==> config.mk <==
export PLATFORM = sky130hd
export DESIGN_NAME = tx_frame_scheduler
export DESIGN_NICKNAME = d
export VERILOG_FILES = /design/src/rtl/tx_frame_scheduler.sv
export SDC_FILE = /design/constraint.sdc
export NUM_CORES = 1
export LEC_CHECK = 0
export ABC_CLOCK_PERIOD_IN_PS = 2400
export CORE_UTILIZATION = 40
export DETAILED_ROUTE_END_ITERATION = 8
export PLACE_DENSITY_LB_ADDON = 0.15
export SYNTH_ARGS = -nofsm -noshare
export SYNTH_HDL_FRONTEND = slang
export SYNTH_SLANG_ARGS = --single-unit
==> constraint.sdc <==
create_clock -name CLK -period 2.4 [get_ports CLK]
set_input_delay 0.48 -clock CLK [delete_from_list [all_inputs] [get_ports CLK]]
set_output_delay 0.48 -clock CLK [all_outputs]
set_load 0.005 [all_outputs]
==> src/rtl/tx_frame_scheduler.sv <==
`timescale 1ns/1ps
// Purpose: capture ALU/RegFile results, round-robin arbitrate, serialise to UART TX byte frames.
// Latency: 1 cycle from result capture to TX_D_VLD when idle and Busy low.
// Backpressure: one-deep slot per requester; a result arriving on a pending slot is dropped (Overrun_x).
// Ports: CLK/RST (async active-low); ALU_OUT/ALU_OUT_VLD and RdData/RdData_VLD results in;
//        Busy synchronised UART busy in; TX_P_Data/TX_D_VLD byte request out;
//        Overrun_ALU/Overrun_Rd/Tx_Timeout single-cycle pulses; Sched_Busy activity flag.
module tx_frame_scheduler #(
  parameter int ALU_WIDTH      = 16,
  parameter int DATA_WIDTH     = 8,
  parameter int TIMEOUT_CYCLES = 255
) (
  input  logic                  CLK,
  input  logic                  RST,
  input  logic [ALU_WIDTH-1:0]  ALU_OUT,
  input  logic                  ALU_OUT_VLD,
  input  logic [DATA_WIDTH-1:0] RdData,
  input  logic                  RdData_VLD,
  input  logic                  Busy,
  output logic [DATA_WIDTH-1:0] TX_P_Data,
  output logic                  TX_D_VLD,
  output logic                  Overrun_ALU,
  output logic                  Overrun_Rd,
  output logic                  Tx_Timeout,
  output logic                  Sched_Busy
);

  typedef enum logic [1:0] {IDLE, REQ, DRAIN} state_t;

  localparam logic [7:0] TMO_LAST = 8'(TIMEOUT_CYCLES - 1);

  state_t                  state, state_nxt;
  logic [ALU_WIDTH-1:0]    alu_dat, alu_dat_nxt;
  logic [DATA_WIDTH-1:0]   rd_dat, rd_dat_nxt;
  logic                    pend_alu, pend_alu_nxt;
  logic                    pend_rd, pend_rd_nxt;
  logic                    last_alu, last_alu_nxt;   // 1: last grant went to ALU
  logic [ALU_WIDTH-1:0]    sr, sr_nxt;
  logic [1:0]              bytes_left, bytes_left_nxt;
  logic [7:0]              tmo_cnt, tmo_cnt_nxt;
  logic [DATA_WIDTH-1:0]   tx_dat_nxt;
  logic                    tx_vld_nxt;
  logic                    ovr_alu_nxt, ovr_rd_nxt, tmo_nxt, sched_nxt;
  logic                    grant_ok, grant_alu, grant_rd;

  // On a tie, the requester that did not win last time is granted.
  assign grant_ok  = (state == IDLE) && !Busy;
  assign grant_alu = grant_ok && pend_alu && (!pend_rd || !last_alu);
  assign grant_rd  = grant_ok && pend_rd  && (!pend_alu || last_alu);

  always_ff @(posedge CLK or negedge RST) begin
    if (!RST) begin
      state       <= IDLE;
      alu_dat     <= '0;
      rd_dat      <= '0;
      pend_alu    <= 1'b0;
      pend_rd     <= 1'b0;
      last_alu    <= 1'b1;
      sr          <= '0;
      bytes_left  <= '0;
      tmo_cnt     <= '0;
      TX_P_Data   <= '0;
      TX_D_VLD    <= 1'b0;
      Overrun_ALU <= 1'b0;
      Overrun_Rd  <= 1'b0;
      Tx_Timeout  <= 1'b0;
      Sched_Busy  <= 1'b0;
    end else begin
      state       <= state_nxt;
      alu_dat     <= alu_dat_nxt;
      rd_dat      <= rd_dat_nxt;
      pend_alu    <= pend_alu_nxt;
      pend_rd     <= pend_rd_nxt;
      last_alu    <= last_alu_nxt;
      sr          <= sr_nxt;
      bytes_left  <= bytes_left_nxt;
      tmo_cnt     <= tmo_cnt_nxt;
      TX_P_Data   <= tx_dat_nxt;
      TX_D_VLD    <= tx_vld_nxt;
      Overrun_ALU <= ovr_alu_nxt;
      Overrun_Rd  <= ovr_rd_nxt;
      Tx_Timeout  <= tmo_nxt;
      Sched_Busy  <= sched_nxt;
    end
  end

  always_comb begin
    state_nxt      = state;
    alu_dat_nxt    = alu_dat;
    rd_dat_nxt     = rd_dat;
    pend_alu_nxt   = pend_alu;
    pend_rd_nxt    = pend_rd;
    last_alu_nxt   = last_alu;
    sr_nxt         = sr;
    bytes_left_nxt = bytes_left;
    tmo_cnt_nxt    = tmo_cnt;
    tx_dat_nxt     = TX_P_Data;
    tx_vld_nxt     = TX_D_VLD;
    ovr_alu_nxt    = 1'b0;
    ovr_rd_nxt     = 1'b0;
    tmo_nxt        = 1'b0;

    // Slots free on their grant edge, so a result arriving on that edge is
    // taken rather than counted as an overrun.
    if (grant_alu) pend_alu_nxt = 1'b0;
    if (grant_rd)  pend_rd_nxt  = 1'b0;
    if (ALU_OUT_VLD) begin
      if (!pend_alu || grant_alu) begin
        alu_dat_nxt  = ALU_OUT;
        pend_alu_nxt = 1'b1;
      end else begin
        ovr_alu_nxt = 1'b1;
      end
    end
    if (RdData_VLD) begin
      if (!pend_rd || grant_rd) begin
        rd_dat_nxt  = RdData;
        pend_rd_nxt = 1'b1;
      end else begin
        ovr_rd_nxt = 1'b1;
      end
    end

    case (state)
      IDLE: begin
        tx_vld_nxt = 1'b0;
        if (grant_alu) begin
          sr_nxt         = alu_dat;
          bytes_left_nxt = 2'd2;
          tx_dat_nxt     = alu_dat[DATA_WIDTH-1:0];
          tx_vld_nxt     = 1'b1;
          last_alu_nxt   = 1'b1;
          tmo_cnt_nxt    = '0;
          state_nxt      = REQ;
        end else if (grant_rd) begin
          sr_nxt         = {{(ALU_WIDTH-DATA_WIDTH){1'b0}}, rd_dat};
          bytes_left_nxt = 2'd1;
          tx_dat_nxt     = rd_dat;
          tx_vld_nxt     = 1'b1;
          last_alu_nxt   = 1'b0;
          tmo_cnt_nxt    = '0;
          state_nxt      = REQ;
        end
      end
      REQ: begin
        if (Busy) begin
          tx_vld_nxt     = 1'b0;
          sr_nxt         = sr >> DATA_WIDTH;
          bytes_left_nxt = bytes_left - 2'd1;
          tmo_cnt_nxt    = '0;
          state_nxt      = DRAIN;
        end else if (tmo_cnt == TMO_LAST) begin
          // Counter holds completed no-Busy REQ cycles; this is the last allowed one.
          tx_vld_nxt     = 1'b0;
          bytes_left_nxt = '0;
          tmo_cnt_nxt    = '0;
          tmo_nxt        = 1'b1;
          state_nxt      = IDLE;
        end else begin
          tmo_cnt_nxt = tmo_cnt + 8'd1;
        end
      end
      DRAIN: begin
        tx_vld_nxt = 1'b0;
        if (!Busy) begin
          if (bytes_left != 2'd0) begin
            tx_dat_nxt = sr[DATA_WIDTH-1:0];
            tx_vld_nxt = 1'b1;
            state_nxt  = REQ;
          end else begin
            state_nxt = IDLE;
          end
        end
      end
      default: begin
        tx_vld_nxt = 1'b0;
        state_nxt  = IDLE;
      end
    endcase

    sched_nxt = pend_alu_nxt | pend_rd_nxt | (state_nxt != IDLE);
  end

endmodule

==> impl_metrics.xml, run 1 <==
<?xml version="1.0" encoding="UTF-8"?>
<metrics>
  <group name="global_route">
    <metric name="grt_use_met3" unit="%">4.80</metric>
    <metric name="grt_antenna_before_repair" unit="">0</metric>
    <metric name="globalRouteOverflowTotal" unit="">0</metric>
    <metric name="grt_use_met1" unit="%">22.4</metric>
    <metric name="grt.met2_usage" unit="%">26.3</metric>
    <metric name="grt_pass1_wl" unit="µm">10800</metric>
    <metric name="groute.usage.overall" unit="%">16.9</metric>
    <metric name="pin_count_of_the_biggest_net_entering_global_routing" unit="">69</metric>
    <metric name="first_global_vias" unit="">2206</metric>
    <metric name="global_route.peak_usage_layer" unit="">met2</metric>
  </group>
  <group name="clock_tree">
    <metric name="clock_pin_transition_on_the_worst_setup_and_hold_timing_paths" unit="ns">0.07</metric>
    <metric name="post_cts_resize_count" unit="">0</metric>
    <metric name="post_cts.repair.setup_buffers" unit="">0</metric>
    <metric name="max-clock-path-buffers" unit="">2</metric>
    <metric name="cts_made_buffers" unit="">9</metric>
    <metric name="cts_hold_repair.buffers" unit="">0</metric>
    <metric name="cts-root-buf" unit="">clkbuf_8</metric>
    <metric name="insertion_delay" unit="ns">0.33</metric>
    <metric name="cts_tree" unit="">done</metric>
    <metric name="cts_sinks" unit="">68</metric>
    <metric name="cts_max_level" unit="">3</metric>
  </group>
  <group name="drt">
    <metric name="drt-pass1-iter-count" unit="">4</metric>
    <metric name="routed_wire_length_per_instance" unit="µm">15.0</metric>
    <metric name="finalWirelength" unit="µm">6160</metric>
    <metric name="post_drt_via_cell_ratio" unit="">5.19</metric>
    <metric name="detail_route.drc_violations" unit="">0</metric>
    <metric name="initialDrtViolationCount" unit="">105</metric>
    <metric name="detailroute.via_count" unit="">2133</metric>
    <metric name="drtAntennaViolNets" unit="">0</metric>
  </group>
  <group name="die">
    <metric name="rows" unit="">31</metric>
    <metric name="overall_die_area" unit="µm²">8150</metric>
    <metric name="starting_utilization_of_the_core_area" unit="%">42.1</metric>
    <metric name="boundaryPins" unit="">42</metric>
    <metric name="die_height" unit="µm">90.3</metric>
    <metric name="fp.coreArea" unit="µm²">7410</metric>
    <metric name="die_w" unit="µm">90.3</metric>
  </group>
  <group name="timing">
    <metric name="timing.clock.skew" unit="ns">0.00724</metric>
    <metric name="post-route-period-util" unit="%">80.8</metric>
    <metric name="final_setup_violation_count" unit="">0</metric>
    <metric name="timing.max_slew.rel_slack" unit="%">54.8</metric>
    <metric name="maxSlewViolCount" unit="">0</metric>
    <metric name="grt_setup_unrepaired" unit="">false</metric>
    <metric name="hold_violations" unit="">0</metric>
    <metric name="fmax" unit="GHz">0.516</metric>
    <metric name="tightestPinTransition" unit="ns">0.676</metric>
    <metric name="finalSetupTns" unit="ns">0</metric>
    <metric name="fin_crit" unit="ns">1.94</metric>
  </group>
  <group name="hold_path">
    <metric name="holdCritPathClass" unit="">in -&gt; async</metric>
  </group>
  <group name="synth">
    <metric name="flop_and_latch_count_out_of_synthesis" unit="">68</metric>
    <metric name="synth_edf_count" unit="">0</metric>
    <metric name="yosysSeqAreaShare" unit="%">54.6</metric>
    <metric name="postSynthCellCount" unit="">255</metric>
    <metric name="asyncSetResetFlopFracSynth" unit="%">100</metric>
    <metric name="yosys_warnings" unit="">0</metric>
    <metric name="yosysTopAreaCellShare" unit="%">53.8</metric>
    <metric name="post_synth_instance_area" unit="µm²">3120</metric>
    <metric name="post_synth_num_cell_types" unit="">47</metric>
    <metric name="yosysTopAreaCell" unit="">dfrtp_1</metric>
    <metric name="synth.net_count" unit="">287</metric>
    <metric name="postSynthAreaPerCell" unit="µm²">12.2</metric>
    <metric name="synth_area_leaders" unit="">dfrtp_1, mux2_2, mux2_4, a311o_1, a22o_1</metric>
    <metric name="dominantRegCellSynth" unit="">dfrtp_1</metric>
  </group>
  <group name="critical_path">
    <metric name="reg2reg_depth" unit="">5</metric>
    <metric name="crit-reg2reg-capture" unit="">TX_P_Data[0]$_DFFE_PN0P_</metric>
    <metric name="cp.arrival" unit="ns">2.16</metric>
    <metric name="path_class" unit="">in -&gt; reg</metric>
    <metric name="worst-path-max-fanout" unit="">16</metric>
    <metric name="timing.critical_path.to_type" unit="">register</metric>
    <metric name="worstSetupStartpointType" unit="">primary input</metric>
    <metric name="worstSetupStartpoint" unit="">Busy</metric>
    <metric name="critPathCapture" unit="">alu_dat[6]$_DFFE_PN0P_</metric>
    <metric name="worst-endpoint-required" unit="ns">2.62</metric>
    <metric name="r2r-start" unit="">state[1]$_DFF_PN0_</metric>
    <metric name="reg2reg_slack" unit="ns">0.49</metric>
  </group>
  <group name="power_and_ir_drop">
    <metric name="seq_power_share" unit="%">42.9</metric>
    <metric name="switching_share" unit="%">32.3</metric>
    <metric name="share_of_power_burned_in_combinational_logic" unit="%">37.4</metric>
    <metric name="switching_power" unit="µW">1470</metric>
    <metric name="power_report.internal_total" unit="µW">3090</metric>
    <metric name="power.share.clock" unit="%">19.6</metric>
    <metric name="total_power" unit="µW">4560</metric>
    <metric name="p_per_area" unit="nW/µm²">1170</metric>
    <metric name="max-vdd-ir-drop" unit="mV">0.453</metric>
    <metric name="leakage" unit="µW">0.00172</metric>
  </group>
  <group name="finish">
    <metric name="nets" unit="">340</metric>
    <metric name="n_fill_cell" unit="">660</metric>
    <metric name="diodes" unit="">0</metric>
    <metric name="fraction_of_layout_instances_using_a_drive_strength_above_1" unit="%">21.8</metric>
    <metric name="layout-area-overhead-vs-synth" unit="%">25.2</metric>
  </group>
  <group name="place">
    <metric name="place.detailed.hpwl" unit="µm">4240</metric>
    <metric name="buffer_ports.inserted" unit="">41</metric>
    <metric name="routabilityCongestion" unit="">0.772</metric>
  </group>
  <group name="run">
    <metric name="cap_viol_max_count" unit="">0</metric>
  </group>
  <group name="status">
    <metric name="outcome" unit="">completed</metric>
  </group>
</metrics>
state kept, by name (all words and copies together), names as in the netlist:
register and flops:
Tx_Timeout 1, rd_dat 8, tmo_cnt 8, sr 16, TX_P_Data 8, TX_D_VLD 1, Sched_Busy 1, state 2
bytes_left 2, Overrun_Rd 1, pend_alu 1, last_alu 1, Overrun_ALU 1, pend_rd 1, alu_dat 16
worst min-delay path by stage:
stage                                     from               endpoint  slack, ns
final                                      RST  Overrun_ALU$_DFF_PN0_       0.16
after global routing                       RST  Overrun_ALU$_DFF_PN0_       0.19
after CTS                                  RST  Overrun_ALU$_DFF_PN0_       0.16
after detailed placement  TX_D_VLD$_DFFE_PN0P_   TX_D_VLD$_DFFE_PN0P_       0.47
after global placement    TX_D_VLD$_DFFE_PN0P_   TX_D_VLD$_DFFE_PN0P_       0.46
after floorplan                            RST  Overrun_ALU$_DFF_PN0_       0.18
synthesized netlist by cell type (all sizes together) (2+ instances only):
cell type,number
a211o,8
a211oi,4
a21o,3
a21oi,13
a22o,9
a311o,8
a31oi,2
and3,2
and4,2
buf,7
clkbuf,9
dfrtp,67
ha,3
inv,9
mux2,24
nand2,9
nand2b,2
nand3,10
nor2,10
nor2b,10
nor3,3
nor4b,8
o21ai,15
or3,4
or4,2
xnor2,3
kinds of logic after synthesis:
group | count (synthesis) | synth area share, %
AO/OA/AOI/OAI | 69 | 17.1
flip-flops | 68 | 54.6
AND/OR/NAND/NOR | 63 | 12.3
buffers and inverters | 25 | 4.09
multiplexers | 24 | 9.87
XOR/XNOR | 3 | 0.843
adder cells (fa/ha/maj) | 3 | 1.20
final cells by class:
| cell class | count | area (µm²) | share of cell area, % |
|---|---|---|---|
| inverters | 9 | 33.8 | 0.865 |
| well taps | 99 | 124 | 3.17 |
| flip-flops and latches | 68 | 1700 | 43.6 |
| clock buffers | 13 | 149 | 3.81 |
| repair buffers | 58 | 571 | 14.6 |
| multi-input cells | 162 | 1290 | 33.0 |
| clock inverters | 2 | 35.0 | 0.897 |
cells in the final DEF (no fill, tap or decap), drive strengths merged, types with 8 or more instances in the layout:
| master | synthesis | layout |
|---|---|---|
| inv | 9 | 9 |
| buf | 7 | 18 |
| clkdlybuf4s50 | 0 | 40 |
| a311o | 8 | 8 |
| nor4b | 8 | 8 |
| a22o | 9 | 9 |
| mux2 | 24 | 24 |
| nor2b | 10 | 10 |
| a21oi | 13 | 13 |
| o21ai | 15 | 15 |
| nand3 | 10 | 10 |
| dfrtp | 67 | 67 |
| nor2 | 10 | 10 |
| clkbuf | 9 | 13 |
| nand2 | 9 | 9 |
| a211o | 8 | 8 |
power groups by stage:
stage / sequential [µW] / combinational, µW / clock, µW
3_3_place_gp: 1970 / 1690 / 0
2_1_floorplan: 1840 / 1240 / 0
4_1_cts: 1960 / 1730 / 936
3_5_place_dp: 1970 / 1720 / 0
5_1_grt: 2030 / 1900 / 979
6_report: 1960 / 1710 / 896
stage by stage:
| stage | util [%] | setup WS [ns] | instance area [µm²] | cells | hold slack, ns |
|---|---|---|---|---|---|
| finish | 52.7 | 0.461 | 3900 | 411 | 0.162 |
| global route | 52.7 | 0.366 | 3900 | 411 | 0.186 |
| CTS | 52.7 | 0.468 | 3900 | 411 | 0.163 |
| detailed placement | 50.2 | 0.127 | 3720 | 396 | 0.466 |
| global placement | 50.2 | 0.136 | 3720 | 396 | 0.459 |
| floorplan | - | 0.513 | 3120 | 255 | 0.184 |
metal layers:
layer / routed length (µm) / vias to the layer above
met4: 65 / 0
met2: 2890 / 43
met3: 241 / 5
met1: 2960 / 1045
met5: 0 / -
li1: - / 1040
worst max-delay path: stages:
cell             delay (ns)
clkdlybuf4s50_1        0.52
or3_4                  0.45
nor2_4                 0.16
o21ai_4                0.07
buf_12                 0.17
mux2_4                 0.30
Power figures use the tool's default switching activity.
==> run 2, diff against run 1 <==
--- a/config.mk
+++ b/config.mk
@@ -5,7 +5,7 @@
 export SDC_FILE = /design/constraint.sdc
 export NUM_CORES = 1
 export LEC_CHECK = 0
-export ABC_CLOCK_PERIOD_IN_PS = 2400
+export ABC_CLOCK_PERIOD_IN_PS = 1700
 export CORE_UTILIZATION = 40
 export DETAILED_ROUTE_END_ITERATION = 8
 export PLACE_DENSITY_LB_ADDON = 0.15
==> constraint.sdc (replaced) <==
create_clock -name CLK -period 1.7 [get_ports CLK]
set_input_delay 0.34 -clock CLK [delete_from_list [all_inputs] [get_ports CLK]]
set_output_delay 0.34 -clock CLK [all_outputs]
set_load 0.005 [all_outputs]
==> impl_metrics.xml, run 2 (synthesis gave the netlist of run 1 again) <==
<?xml version="1.0" encoding="UTF-8"?>
<metrics>
  <group name="hold_path">
    <metric name="hold_path_depth" unit="">1</metric>
    <metric name="holdCritPathClass" unit="">reg -&gt; reg</metric>
    <metric name="hp-start" unit="">TX_D_VLD$_DFFE_PN0P_</metric>
  </group>
  <group name="drt">
    <metric name="drtAntennaViolNets" unit="">0</metric>
    <metric name="post_drt_via_cell_ratio" unit="">5.23</metric>
    <metric name="initialDrtViolationCount" unit="">97</metric>
    <metric name="finalWirelength" unit="µm">6640</metric>
    <metric name="drt-pass1-iter-count" unit="">4</metric>
    <metric name="routed_wire_length_per_instance" unit="µm">15.2</metric>
    <metric name="detailroute.via_count" unit="">2286</metric>
    <metric name="detail_route.drc_violations" unit="">0</metric>
  </group>
  <group name="clock_tree">
    <metric name="cts_max_level" unit="">3</metric>
    <metric name="max-clock-path-buffers" unit="">2</metric>
    <metric name="clock_pin_transition_on_the_worst_setup_and_hold_timing_paths" unit="ns">0.07</metric>
    <metric name="cts-root-buf" unit="">clkbuf_8</metric>
    <metric name="cts_made_buffers" unit="">9</metric>
    <metric name="cts_sinks" unit="">68</metric>
    <metric name="cts_tree" unit="">done</metric>
    <metric name="insertion_delay" unit="ns">0.34</metric>
  </group>
  <group name="timing">
    <metric name="tightestPinTransition" unit="ns">0.547</metric>
    <metric name="worst_slack" unit="ns">-0.0748</metric>
    <metric name="final_setup_violation_count" unit="">26</metric>
    <metric name="timing.max_slew.rel_slack" unit="%">63.6</metric>
    <metric name="maxSlewViolCount" unit="">0</metric>
    <metric name="fmax" unit="GHz">0.563</metric>
    <metric name="fin_crit" unit="ns">1.77</metric>
    <metric name="grt_setup_unrepaired" unit="">true</metric>
    <metric name="hold_violations" unit="">0</metric>
    <metric name="hold_slack" unit="ns">0.483</metric>
    <metric name="post-route-period-util" unit="%">104</metric>
    <metric name="timing.clock.skew" unit="ns">0.0107</metric>
  </group>
  <group name="global_route">
    <metric name="globalRouteOverflowTotal" unit="">0</metric>
    <metric name="global_route.peak_usage_layer" unit="">met2</metric>
    <metric name="grt_pass1_wl" unit="µm">10900</metric>
    <metric name="grt.met2_usage" unit="%">25.7</metric>
    <metric name="first_global_vias" unit="">2217</metric>
    <metric name="groute.usage.overall" unit="%">17.0</metric>
    <metric name="pin_count_of_the_biggest_net_entering_global_routing" unit="">27</metric>
    <metric name="grt_use_met3" unit="%">5.13</metric>
    <metric name="grt_use_met1" unit="%">23.5</metric>
    <metric name="grt_antenna_before_repair" unit="">0</metric>
  </group>
  <group name="critical_path">
    <metric name="reg2reg_depth" unit="">5</metric>
    <metric name="worstSetupStartpoint" unit="">state[1]$_DFF_PN0_</metric>
    <metric name="path_class" unit="">reg -&gt; reg</metric>
    <metric name="worst-endpoint-required" unit="ns">1.92</metric>
    <metric name="cp.arrival" unit="ns">1.99</metric>
    <metric name="worstSetupStartpointType" unit="">register</metric>
    <metric name="r2r-start" unit="">state[1]$_DFF_PN0_</metric>
    <metric name="timing.critical_path.to_type" unit="">register</metric>
    <metric name="worst-path-max-fanout" unit="">18</metric>
  </group>
  <group name="status">
    <metric name="outcome" unit="">finished, violations left</metric>
    <metric name="failed_checks" unit="">setup timing</metric>
  </group>
  <group name="die">
    <metric name="starting_utilization_of_the_core_area" unit="%">42.1</metric>
    <metric name="rows" unit="">31</metric>
    <metric name="die_height" unit="µm">90.3</metric>
    <metric name="fp.coreArea" unit="µm²">7410</metric>
    <metric name="die_w" unit="µm">90.3</metric>
    <metric name="boundaryPins" unit="">42</metric>
    <metric name="overall_die_area" unit="µm²">8150</metric>
  </group>
  <group name="finish">
    <metric name="register_area" unit="µm²">1710</metric>
    <metric name="nets" unit="">365</metric>
    <metric name="layout_top_registers" unit="">alu_dat: 16 flops, sr: 16 flops</metric>
    <metric name="fraction_of_layout_instances_using_a_drive_strength_above_1" unit="%">35.5</metric>
    <metric name="diodes" unit="">0</metric>
    <metric name="mostFrequentLayoutCells" unit="">dfrtp_1, clkdlybuf4s50_1, buf_4</metric>
    <metric name="multi_input_logic_area" unit="µm²">1420</metric>
    <metric name="n_fill_cell" unit="">619</metric>
    <metric name="layout-area-overhead-vs-synth" unit="%">37.9</metric>
    <metric name="mostFrequentLayoutCell" unit="">dfrtp_1</metric>
    <metric name="final_core_util" unit="%">58.1</metric>
  </group>
  <group name="place">
    <metric name="routabilityCongestion" unit="">0.766</metric>
    <metric name="buffer_ports.inserted" unit="">41</metric>
    <metric name="place.detailed.hpwl" unit="µm">4570</metric>
  </group>
  <group name="run">
    <metric name="cap_viol_max_count" unit="">0</metric>
  </group>
  <group name="power_and_ir_drop">
    <metric name="leakage" unit="µW">0.00190</metric>
    <metric name="p_per_area" unit="nW/µm²">1660</metric>
    <metric name="max-vdd-ir-drop" unit="mV">0.704</metric>
  </group>
</metrics>
[run 2: changes by cell type in the layout (fill, tap and decap cells not counted), sizes merged]
cell           previous run  this run
dlygate4sd3               0         1
clkinvlp                  0         1
clkdlybuf4s50            40        39
dlymetal6s2s              0         1
buf                      18        42
clkinv                    1         2
clkbuf                   13        12
[run 2: final cells by class]
cell class,instances,area share (%)
repair buffers,83,18.9
clock buffers,12,3.61
flip-flops and latches,68,39.7
well taps,99,2.88
clock inverters,4,1.11
inverters,9,0.785
multi-input cells,162,33.0
[run 2: critical path: stages (launching register included)]
cell	delay, ns
dfrtp_2	0.43
buf_6	0.21
nand2b_1	0.22
a211oi_4	0.06
or2_4	0.24
or4_4	0.50
[run 2: through the flow]
step	cells	setup TNS (ns)	instance area (µm²)	setup WS, ns	total power (µW)
6_report	437	-1.01	4300	-0.0748	7130
5_1_grt	437	-2.56	4300	-0.111	7570
4_1_cts	434	-0.0990	4160	-0.0968	6960
3_5_place_dp	415	-20.70	3880	-0.498	5450
3_3_place_gp	415	-20.47	3880	-0.453	5390
2_1_floorplan	255	-0.553	3140	-0.0454	4380
[run 2: timing repair]
item / 4_1_cts / 5_1_grt
endpoints found under the setup margin: 47 / 39
endpoints found under the hold margin: 18 / 0
cloned: 0 / 0
buffers inserted: 3 / 3
hold buffers: 1 / 0
pin swaps: 8 / 3
resized for setup: 17 / 27
[run 2: layer usage]
metal  vias up  wire length (µm)
met1      1148              3230
met2        40              3100
li1       1094                 -
met4         0                42
met3         4               263
met5         -                 0
[run 2: worst paths after layout]
| kind | slack, ns | endpoint |
|---|---|---|
| hold / removal | 0.48 | TX_D_VLD$_DFFE_PN0P_ |
| setup reg to reg | -0.07 | Sched_Busy$_DFF_PN0_ |
| setup / recovery | -0.07 | Sched_Busy$_DFF_PN0_ |
| min in group asynchronous | 0.51 | Overrun_Rd$_DFF_PN0_ |
| max in group asynchronous | 0.66 | sr[8]$_DFFE_PN0P_ |
| hold reg to reg | 0.48 | TX_D_VLD$_DFFE_PN0P_ |
[run 2: where the power goes]
part | internal [µW] | switching, µW
Sequential | 2300 | 393
Clock | 753 | 587
Combinational | 1730 | 1370
==> run 3, diff against run 2 <==
--- a/config.mk
+++ b/config.mk
@@ -9,6 +9,7 @@
 export CORE_UTILIZATION = 40
 export DETAILED_ROUTE_END_ITERATION = 8
 export PLACE_DENSITY_LB_ADDON = 0.15
+export REMOVE_ABC_BUFFERS = 1
 export SYNTH_ARGS = -nofsm -noshare
 export SYNTH_HDL_FRONTEND = slang
 export SYNTH_SLANG_ARGS = --single-unit
==> impl_metrics.xml, run 3 (synthesis gave the netlist of run 1 again) <==
<?xml version="1.0" encoding="UTF-8"?>
<metrics>
  <group name="status">
    <metric name="outcome" unit="">finished, violations left</metric>
    <metric name="failed_checks" unit="">setup timing</metric>
  </group>
  <group name="timing">
    <metric name="tightestPinTransition" unit="ns">0.350</metric>
    <metric name="hold_violations" unit="">0</metric>
    <metric name="timing.max_slew.rel_slack" unit="%">76.3</metric>
    <metric name="grt_setup_unrepaired" unit="">true</metric>
    <metric name="fin_crit" unit="ns">1.80</metric>
    <metric name="post-route-period-util" unit="%">106</metric>
    <metric name="worst_slack" unit="ns">-0.0979</metric>
    <metric name="timing.clock.skew" unit="ns">0.00792</metric>
    <metric name="hold_slack" unit="ns">0.424</metric>
    <metric name="maxSlewViolCount" unit="">0</metric>
    <metric name="fmax" unit="GHz">0.556</metric>
    <metric name="finalSetupTns" unit="ns">-0.854</metric>
    <metric name="final_setup_violation_count" unit="">32</metric>
  </group>
  <group name="critical_path">
    <metric name="worstSetupStartpointType" unit="">register</metric>
    <metric name="timing.critical_path.to_type" unit="">register</metric>
    <metric name="crit-reg2reg-capture" unit="">Sched_Busy$_DFF_PN0_</metric>
    <metric name="worst-path-max-fanout" unit="">17</metric>
    <metric name="critical_path.cell_chain" unit="">buf_4 -&gt; nor3_4 -&gt; a2111oi_4 -&gt; buf_12 -&gt; or2_4 -&gt; or4_1</metric>
    <metric name="cp.arrival" unit="ns">2.01</metric>
    <metric name="r2r-start" unit="">state[1]$_DFF_PN0_</metric>
    <metric name="crit_path_top_delay_cell" unit="">or4_1</metric>
    <metric name="cpPeakStageDelay" unit="ns">0.50</metric>
    <metric name="worstSetupStartpoint" unit="">state[1]$_DFF_PN0_</metric>
    <metric name="critPathCapture" unit="">Sched_Busy$_DFF_PN0_</metric>
    <metric name="reg2reg_slack" unit="ns">-0.1</metric>
    <metric name="reg2reg_depth" unit="">6</metric>
    <metric name="path_class" unit="">reg -&gt; reg</metric>
    <metric name="worst-endpoint-required" unit="ns">1.91</metric>
  </group>
  <group name="global_route">
    <metric name="pin_count_of_the_biggest_net_entering_global_routing" unit="">28</metric>
    <metric name="grt_pass1_wl" unit="µm">12000</metric>
    <metric name="grt_antenna_before_repair" unit="">0</metric>
    <metric name="first_global_vias" unit="">2475</metric>
    <metric name="groute.usage.overall" unit="%">18.5</metric>
    <metric name="globalRouteOverflowTotal" unit="">0</metric>
  </group>
  <group name="finish">
    <metric name="nets" unit="">368</metric>
    <metric name="postLayoutCellArea" unit="µm²">4430</metric>
    <metric name="layout-area-overhead-vs-synth" unit="%">42.0</metric>
    <metric name="mostFrequentLayoutCell" unit="">dfrtp_1</metric>
    <metric name="fraction_of_layout_instances_using_a_drive_strength_above_1" unit="%">37.0</metric>
    <metric name="mostFrequentLayoutCells" unit="">dfrtp_1, clkdlybuf4s50_1, buf_4</metric>
    <metric name="diodes" unit="">0</metric>
    <metric name="layout_top_registers" unit="">alu_dat: 16 flops, sr: 16 flops</metric>
  </group>
  <group name="clock_tree">
    <metric name="cts_tree" unit="">done</metric>
    <metric name="cts_made_buffers" unit="">9</metric>
    <metric name="clock_pin_transition_on_the_worst_setup_and_hold_timing_paths" unit="ns">0.07</metric>
    <metric name="cts-root-buf" unit="">clkbuf_8</metric>
    <metric name="cts_sinks" unit="">68</metric>
    <metric name="max-clock-path-buffers" unit="">2</metric>
    <metric name="cts_max_level" unit="">3</metric>
    <metric name="insertion_delay" unit="ns">0.34</metric>
  </group>
  <group name="die">
    <metric name="die_height" unit="µm">90.3</metric>
    <metric name="overall_die_area" unit="µm²">8150</metric>
    <metric name="fp.coreArea" unit="µm²">7410</metric>
    <metric name="starting_utilization_of_the_core_area" unit="%">42.1</metric>
    <metric name="boundaryPins" unit="">42</metric>
    <metric name="die_w" unit="µm">90.3</metric>
    <metric name="rows" unit="">31</metric>
  </group>
  <group name="drt">
    <metric name="finalWirelength" unit="µm">6990</metric>
    <metric name="drt-met1-wl" unit="µm">3200</metric>
    <metric name="detailroute.via_count" unit="">2294</metric>
    <metric name="drtAntennaViolNets" unit="">0</metric>
    <metric name="post_drt_via_cell_ratio" unit="">5.21</metric>
    <metric name="dr_wl_met2" unit="µm">3470</metric>
    <metric name="met3RoutedLength" unit="µm">222</metric>
    <metric name="initialDrtViolationCount" unit="">80</metric>
    <metric name="routed.top_layer" unit="">met4</metric>
    <metric name="drt-pass1-iter-count" unit="">4</metric>
    <metric name="routed_wire_length_per_instance" unit="µm">15.9</metric>
    <metric name="detail_route.drc_violations" unit="">0</metric>
  </group>
  <group name="power_and_ir_drop">
    <metric name="max-vdd-ir-drop" unit="mV">0.779</metric>
    <metric name="leakage" unit="µW">0.00194</metric>
    <metric name="p_per_area" unit="nW/µm²">1720</metric>
  </group>
  <group name="place">
    <metric name="placement.cell_area" unit="µm²">3870</metric>
    <metric name="routabilityCongestion" unit="">0.747</metric>
    <metric name="buffer_ports.inserted" unit="">41</metric>
    <metric name="place_worst_setup_slack" unit="ns">-0.632</metric>
    <metric name="place.detailed.hpwl" unit="µm">4630</metric>
  </group>
  <group name="hold_path">
    <metric name="holdCritPathClass" unit="">in -&gt; async</metric>
  </group>
  <group name="run">
    <metric name="cap_viol_max_count" unit="">0</metric>
  </group>
</metrics>
run 3: changes by cell type in the layout (fill, tap and decap cells not counted), moves of 4 or more:
cell	change
buf_4	+5
o21ai_4	+8
o21ai_2	-5
a21oi_1	-4
a21oi_2	+4
buf_6	-5
run 3: final cells by class:
cell class | count | area [µm²]
clock buffer | 12 | 145
timing repair buffer | 86 | 847
inverter | 9 | 33.8
multi-input combinational | 162 | 1500
tap | 99 | 124
clock inverter | 4 | 72.6
sequential | 68 | 1700
fill | 615 | 2980
run 3: worst min-delay path by stage:
| stage | start | end | slack [ns] | cells past startpoint |
|---|---|---|---|---|
| after floorplan | RST | Overrun_ALU$_DFF_PN0_ | 0.04 | 0 |
| after global placement | RST | Overrun_ALU$_DFF_PN0_ | 0.26 | 1 |
| after detailed placement | RST | Overrun_ALU$_DFF_PN0_ | 0.26 | 1 |
| after CTS | RST | Overrun_ALU$_DFF_PN0_ | 0.42 | 2 |
| after global routing | RST | Overrun_ALU$_DFF_PN0_ | 0.42 | 2 |
| final | RST | Overrun_ALU$_DFF_PN0_ | 0.42 | 2 |
run 3: power by group:
part	leakage [µW]	internal (µW)	switching, µW
logic	0.000989	1920	1510
clock network	0.000107	865	600
registers	0.000844	2290	426
run 3: per-layer routing:
metal,up-vias,track usage (%)
met3,8,4.55
met5,-,0
met1,1153,23.6
li1,1098,-
met2,35,30.4
met4,0,6.72
run 3: per-stage QoR:
stage / util [%] / total power (µW) / instances
after floorplan: - / 4220 / 239
after global placement: 52.3 / 5420 / 415
after detailed placement: 52.3 / 5480 / 415
after CTS: 58.0 / 7340 / 439
after global routing: 59.8 / 8100 / 440
final: 59.8 / 7620 / 440
run 3: timing repair:
action / in CTS / in global routing
endpoints found under the hold margin: 8 / 0
gates resized for setup: 42 / 22
hold buffers: 1 / 0
buffers inserted: 7 / 1
setup endpoints to repair: 47 / 57
pin swaps: 41 / 9
run 3: worst max-delay path, delay by kind of cell (launching register included):
| kind | cells | cell delay [ns] |
|---|---|---|
| simple gates | 3 | 0.88 |
| flops | 1 | 0.40 |
| buf+inv | 2 | 0.31 |
| compound gates | 1 | 0.08 |
==> patch 1, RTL diff (flow settings as in run 3) <==
The output `Tx_Timeout` loses its register stage (`Tx_Timeout` becomes a continuous assignment). Comments in the files are not updated.
--- a/src/rtl/tx_frame_scheduler.sv
+++ b/src/rtl/tx_frame_scheduler.sv
@@ -64,5 +64,4 @@
       Overrun_ALU <= 1'b0;
       Overrun_Rd  <= 1'b0;
-      Tx_Timeout  <= 1'b0;
       Sched_Busy  <= 1'b0;
     end else begin
@@ -80,8 +79,9 @@
       Overrun_ALU <= ovr_alu_nxt;
       Overrun_Rd  <= ovr_rd_nxt;
-      Tx_Timeout  <= tmo_nxt;
       Sched_Busy  <= sched_nxt;
     end
   end
+
+  assign Tx_Timeout = tmo_nxt;
 
   always_comb begin
Check against the original RTL: no difference found for any inputs over 4 cycles, from zero or initial values and one cycle with RST low; that may be too few to reach the edited logic, so the function may still have changed.
==> patch 1 against run 3 <==
Wire length down 4.2%; sequential power fell by 1%; critical endpoint unchanged; area after synthesis is 0.80% lower; utilization down 2.0 points; sequential cell count down 1; hold slack gained 53 ps; power down 7.0%; setup slack improved by 5.6 ps; design area fell by 3.9%; the run still ends with setup timing left; largest power group unchanged.
==> patch 1: results (changes against run 3) <==
{| class="wikitable"
! Metric !! Value
|-
| Status || finished, violations left
|-
| Violated checks || setup timing
|-
| Worst setup margin || -92.3 ps (+5.63 ps)
|-
| Cts bufs inserted || 9 (unchanged)
|-
| Total number of nets in the final design || 364 (-1.1%)
|-
| Clk root buf || sky130_fd_sc_hd__clkbuf_8
|-
| Synth area leaders || sky130_fd_sc_hd__dfrtp_1 (53%), sky130_fd_sc_hd__mux2_2 (5.1%), sky130_fd_sc_hd__mux2_4 (4.9%)
|-
| Routed len/inst || 15.4 um (-3.4%)
|-
| First-pass GRT wire length || 11.3 mm (-5.1%)
|-
| Transition time at the pin with the least slew margin || 508 ps (+158 ps)
|-
| Sequential fraction of the synthesis area || 0.542 (-0.00367)
|-
| Fraction of layout instances using a drive strength above 1 || 0.365 (-0.00452)
|-
| Worst voltage drop across the vdd grid || 0.707 mV (-9.2%)
|-
| Cell variety after synth || 47 (unchanged)
|-
| Via count of the first global-routing pass || 2,389 (-3.5%)
|-
| Total via count after detailed routing || 2,281 (-0.57%)
|-
| Global routing usage summed across all routing layers || 0.178 (-0.00665)
|-
| Final setup viols || 35 (+9.4%)
|-
| Iteration-0 DRC count of the detailed router || 88 (+10%)
|-
| Count of fill cells added during filler insertion || 622 (+1.1%)
|-
| Largest clock skew in the final design || 6.74 ps (-1.18 ps)
|-
| Length of the first detailed-routing pass in iterations || 4 (unchanged)
|-
| GP Congestion || 0.766 (+2.5%)
|-
| Leak Pwr || 0.00188 uW (-3.0%)
|-
| Worst-path fanout max || 3 (-14)
|-
| Post-DP HPWL || 4.65 mm (+0.50%)
|-
| Worst R2R Path Depth || 5 (-1)
|-
| Top post-synthesis cells by count || sky130_fd_sc_hd__dfrtp_1 (66), sky130_fd_sc_hd__mux2_2 (14), sky130_fd_sc_hd__a21oi_1 (13), sky130_fd_sc_hd__o21ai_0 (13)
|-
| Share of synthesized registers carrying an async set or reset || 1.00 (unchanged)
|-
| Peak per-stage delay on the critical path || 490 ps
|-
| H-Tree Level Count || 3 (unchanged)
|-
| Top Registers || alu_dat x16, sr x16
|-
| Worst hold path class || flip-flop to flip-flop
|-
| Synthesis Warnings || 0 (unchanged)
|}
## patch 1: routing by layer
layer | vias to the layer above | global-route usage | wire, um
met1 | 1146 | 0.239 | 3200
met2 | 38 | 0.283 | 3200
li1 | 1087 | - | -
met4 | 0 | 0.0793 | 113
met5 | - | 0 | 0
met3 | 10 | 0.0321 | 171
## patch 1: area by class of cell
type / count / area, sq um / share of cell area
flip-flops and latches: 67 / 1680 / 0.395
repair buffers: 83 / 797 / 0.187
clock buffers: 13 / 179 / 0.0421
well taps: 99 / 124 / 0.0291
multi-input cells: 162 / 1420 / 0.334
inverters: 9 / 33.8 / 0.00794
clock inverters: 3 / 20.0 / 0.00471
## patch 1: report_power, final
part / internal, uW / total, uW / switching, uW
Sequential: 2270 / 2680 / 409
Clock: 687 / 1290 / 601
Combinational: 1740 / 3110 / 1370
## patch 1: worst max-delay path, delay by kind of cell, from the launching register on
kind / cells / cell delay, ps
buffers and inverters: 1 / 120
flip-flops: 1 / 420
AND/OR/NAND/NOR: 3 / 970
AO/OA/AOI/OAI: 1 / 150
## patch 1: cell families after synthesis
logic type               after synthesis  synth area share
flip-flops                            67             0.542
buffers and inverters                 25            0.0412
multiplexers                          24            0.0995
XOR/XNOR                               3           0.00849
AND/OR/NAND/NOR                       63             0.124
AO/OA/AOI/OAI                         69             0.173
adder cells (fa/ha/maj)                3            0.0121
## patch 1: final timing paths
kind / from / slack, ps / endpoint
max in group asynchronous: RST / 680 / sr[4]
worst min register to register: TX_D_VLD / 480 / TX_D_VLD
min in group asynchronous: RST / 500 / Overrun_ALU
worst min-delay path: TX_D_VLD / 480 / TX_D_VLD
worst max register to register: state[1] / -90 / Sched_Busy
worst max-delay path: state[1] / -90 / Sched_Busy
## patch 1: what timing repair did
item / in CTS / in global routing
pin swaps: 35 / 2
setup endpoints to repair: 52 / 45
gates resized for setup: 43 / 9
hold buffers: 1 / 0
endpoints found under the hold margin: 17 / 0
setup buffers: 10 / 0
## patch 1: per-stage QoR
| stage | setup WS (ps) | total power, uW | instances | TNS (ps) | instance area, sq um |
|---|---|---|---|---|---|
| 6_report | -92.3 | 7080 | 436 | -1260 | 4250 |
| 2_1_floorplan | -470 | 4200 | 238 | -7050 | 3000 |
| 3_3_place_gp | -593 | 5270 | 409 | -26740 | 3790 |
| 3_5_place_dp | -629 | 5340 | 409 | -27580 | 3790 |
| 5_1_grt | -170 | 7540 | 436 | -3040 | 4250 |
| 4_1_cts | -120 | 7070 | 436 | -1970 | 4220 |
==> patch 2, RTL diff (settings of run 3) <==
Without the edit above. The parameter `ALU_WIDTH` goes from 16 to 24.
--- a/src/rtl/tx_frame_scheduler.sv
+++ b/src/rtl/tx_frame_scheduler.sv
@@ -7,5 +7,5 @@
 //        Overrun_ALU/Overrun_Rd/Tx_Timeout single-cycle pulses; Sched_Busy activity flag.
 module tx_frame_scheduler #(
-  parameter int ALU_WIDTH      = 16,
+  parameter int ALU_WIDTH      = 24,
   parameter int DATA_WIDTH     = 8,
   parameter int TIMEOUT_CYCLES = 255
Ports: changed (resized ALU_OUT); port bits go from 42 to 50. No check against the original RTL was run, so the function may have changed too.
==> patch 2 against run 3 <==
Synthesized cell count is 16% higher; wire length increased by 22%; critical path type unchanged; sequential cell count grew 16; power up 13%; setup slack better by 74 ps; hold slack got worse by 15 ps; the flow still finishes with violations (setup timing); design area is 16% higher; critical path depth shrank 2; count of clock-buffer cells in the layout is 1 higher; sequential share of layout area is 2.5 points higher; area after synthesis up 22%; via count is 17% higher; fmax rose by 4.3%.
==> patch 2: results (changes against run 3) <==
{| class="wikitable"
! Metric !! Value
|-
| Status || finished, violations left
|-
| Violated checks || setup timing
|-
| Comb_multi_in || 186 (+15%)
|-
| Sequential fraction of the synthesis area || 0.552 (+0.00631)
|-
| NetSw || 2790 uW (+10%)
|-
| Signal buffers || 100 (+16%)
|-
| Top post-synthesis cells by count || sky130_fd_sc_hd__dfrtp_1 (83), sky130_fd_sc_hd__mux2_2 (20), sky130_fd_sc_hd__mux2_4 (20), sky130_fd_sc_hd__a22o_1 (17)
|-
| Layout clock buffers || 13 (+1)
|-
| Clock Network Area Fraction || 0.0397 (-0.00944)
|-
| Area share of xor/xnor cells in the synthesized design || 0.00690 (-0.00152)
|-
| Number of buffers inserted to repair setup after CTS || 3 (-4)
|-
| Largest clock skew in the final design || 8.32 ps (+0.399 ps)
|-
| Iteration-0 DRC count of the detailed router || 88 (+10%)
|-
| Cell area reported after detailed placement || 4730 sq um (+22%)
|-
| GP Congestion || 0.816 (+9.2%)
|-
| Final setup viols || 4 (-88%)
|-
| Worst setup startpoint || state[0]
|-
| Share of final layout cell area taken by non-clock buffers || 0.187 (-0.00387)
|-
| Vias per cell || 5.13 (-1.7%)
|-
| Global routing usage summed across all routing layers || 0.188 (+0.00321)
|-
| Worst hold margin || 409 ps (-14.7 ps)
|-
| Data arrival time at the worst-slack endpoint || 1950 ps (-60 ps)
|-
| Pin count of the biggest net entering global routing || 37 (+32%)
|-
| Top Registers || alu_dat x24, sr x24
|-
| Number of buffer cells added on primary ports || 49 (+20%)
|-
| Leak Pwr || 0.00234 uW (+21%)
|-
| Sequential fraction of total cell area || 0.410 (+0.0254)
|-
| CTS resizes || 17 (-60%)
|-
| Synth area leaders || sky130_fd_sc_hd__dfrtp_1 (55%), sky130_fd_sc_hd__mux2_4 (7.9%), sky130_fd_sc_hd__mux2_2 (5.9%)
|-
| Fraction of layout instances using a drive strength above 1 || 0.329 (-0.0404)
|-
| Core Footprint || 9240 sq um (+25%)
|-
| Worst setup margin || -23.6 ps (+74.3 ps)
|-
| First-pass GRT wire length || 14.2 mm (+19%)
|-
| Critical Path Slowest Stage Cell || sky130_fd_sc_hd__or3_4
|-
| Transition time at the pin with the least slew margin || 433 ps (+83.0 ps)
|-
| Worst voltage drop across the vdd grid || 0.642 mV (-18%)
|-
| Per-instance average area after synthesis || 12.8 sq um (+4.8%)
|-
| Via count of the first global-routing pass || 2,820 (+14%)
|-
| Synth Area in Compound Gates || 0.157 (-0.0139)
|-
| Multi-input gate share of the layout cell area || 0.325 (-0.0145)
|}
[patch 2: changes by cell type in the layout (fill, tap and decap cells not counted), moves of 4 or more]
cell and delta:
sky130_fd_sc_hd__o21ai_1 +5, sky130_fd_sc_hd__buf_6 +4, sky130_fd_sc_hd__clkdlybuf4s50_1 +8, sky130_fd_sc_hd__a21oi_2 -10, sky130_fd_sc_hd__mux2_2 +4, sky130_fd_sc_hd__buf_4 +6
sky130_fd_sc_hd__mux2_4 +12, sky130_fd_sc_hd__o21ai_4 -9, sky130_fd_sc_hd__a21oi_1 +10, sky130_fd_sc_hd__a22o_1 +8, sky130_fd_sc_hd__dfrtp_1 +15
[patch 2: layer usage]
metal / GRT usage / wire, um
met1: 0.250 / 4020
met2: 0.304 / 4200
met3: 0.0379 / 229
met4: 0.0679 / 74
met5: 0 / 0
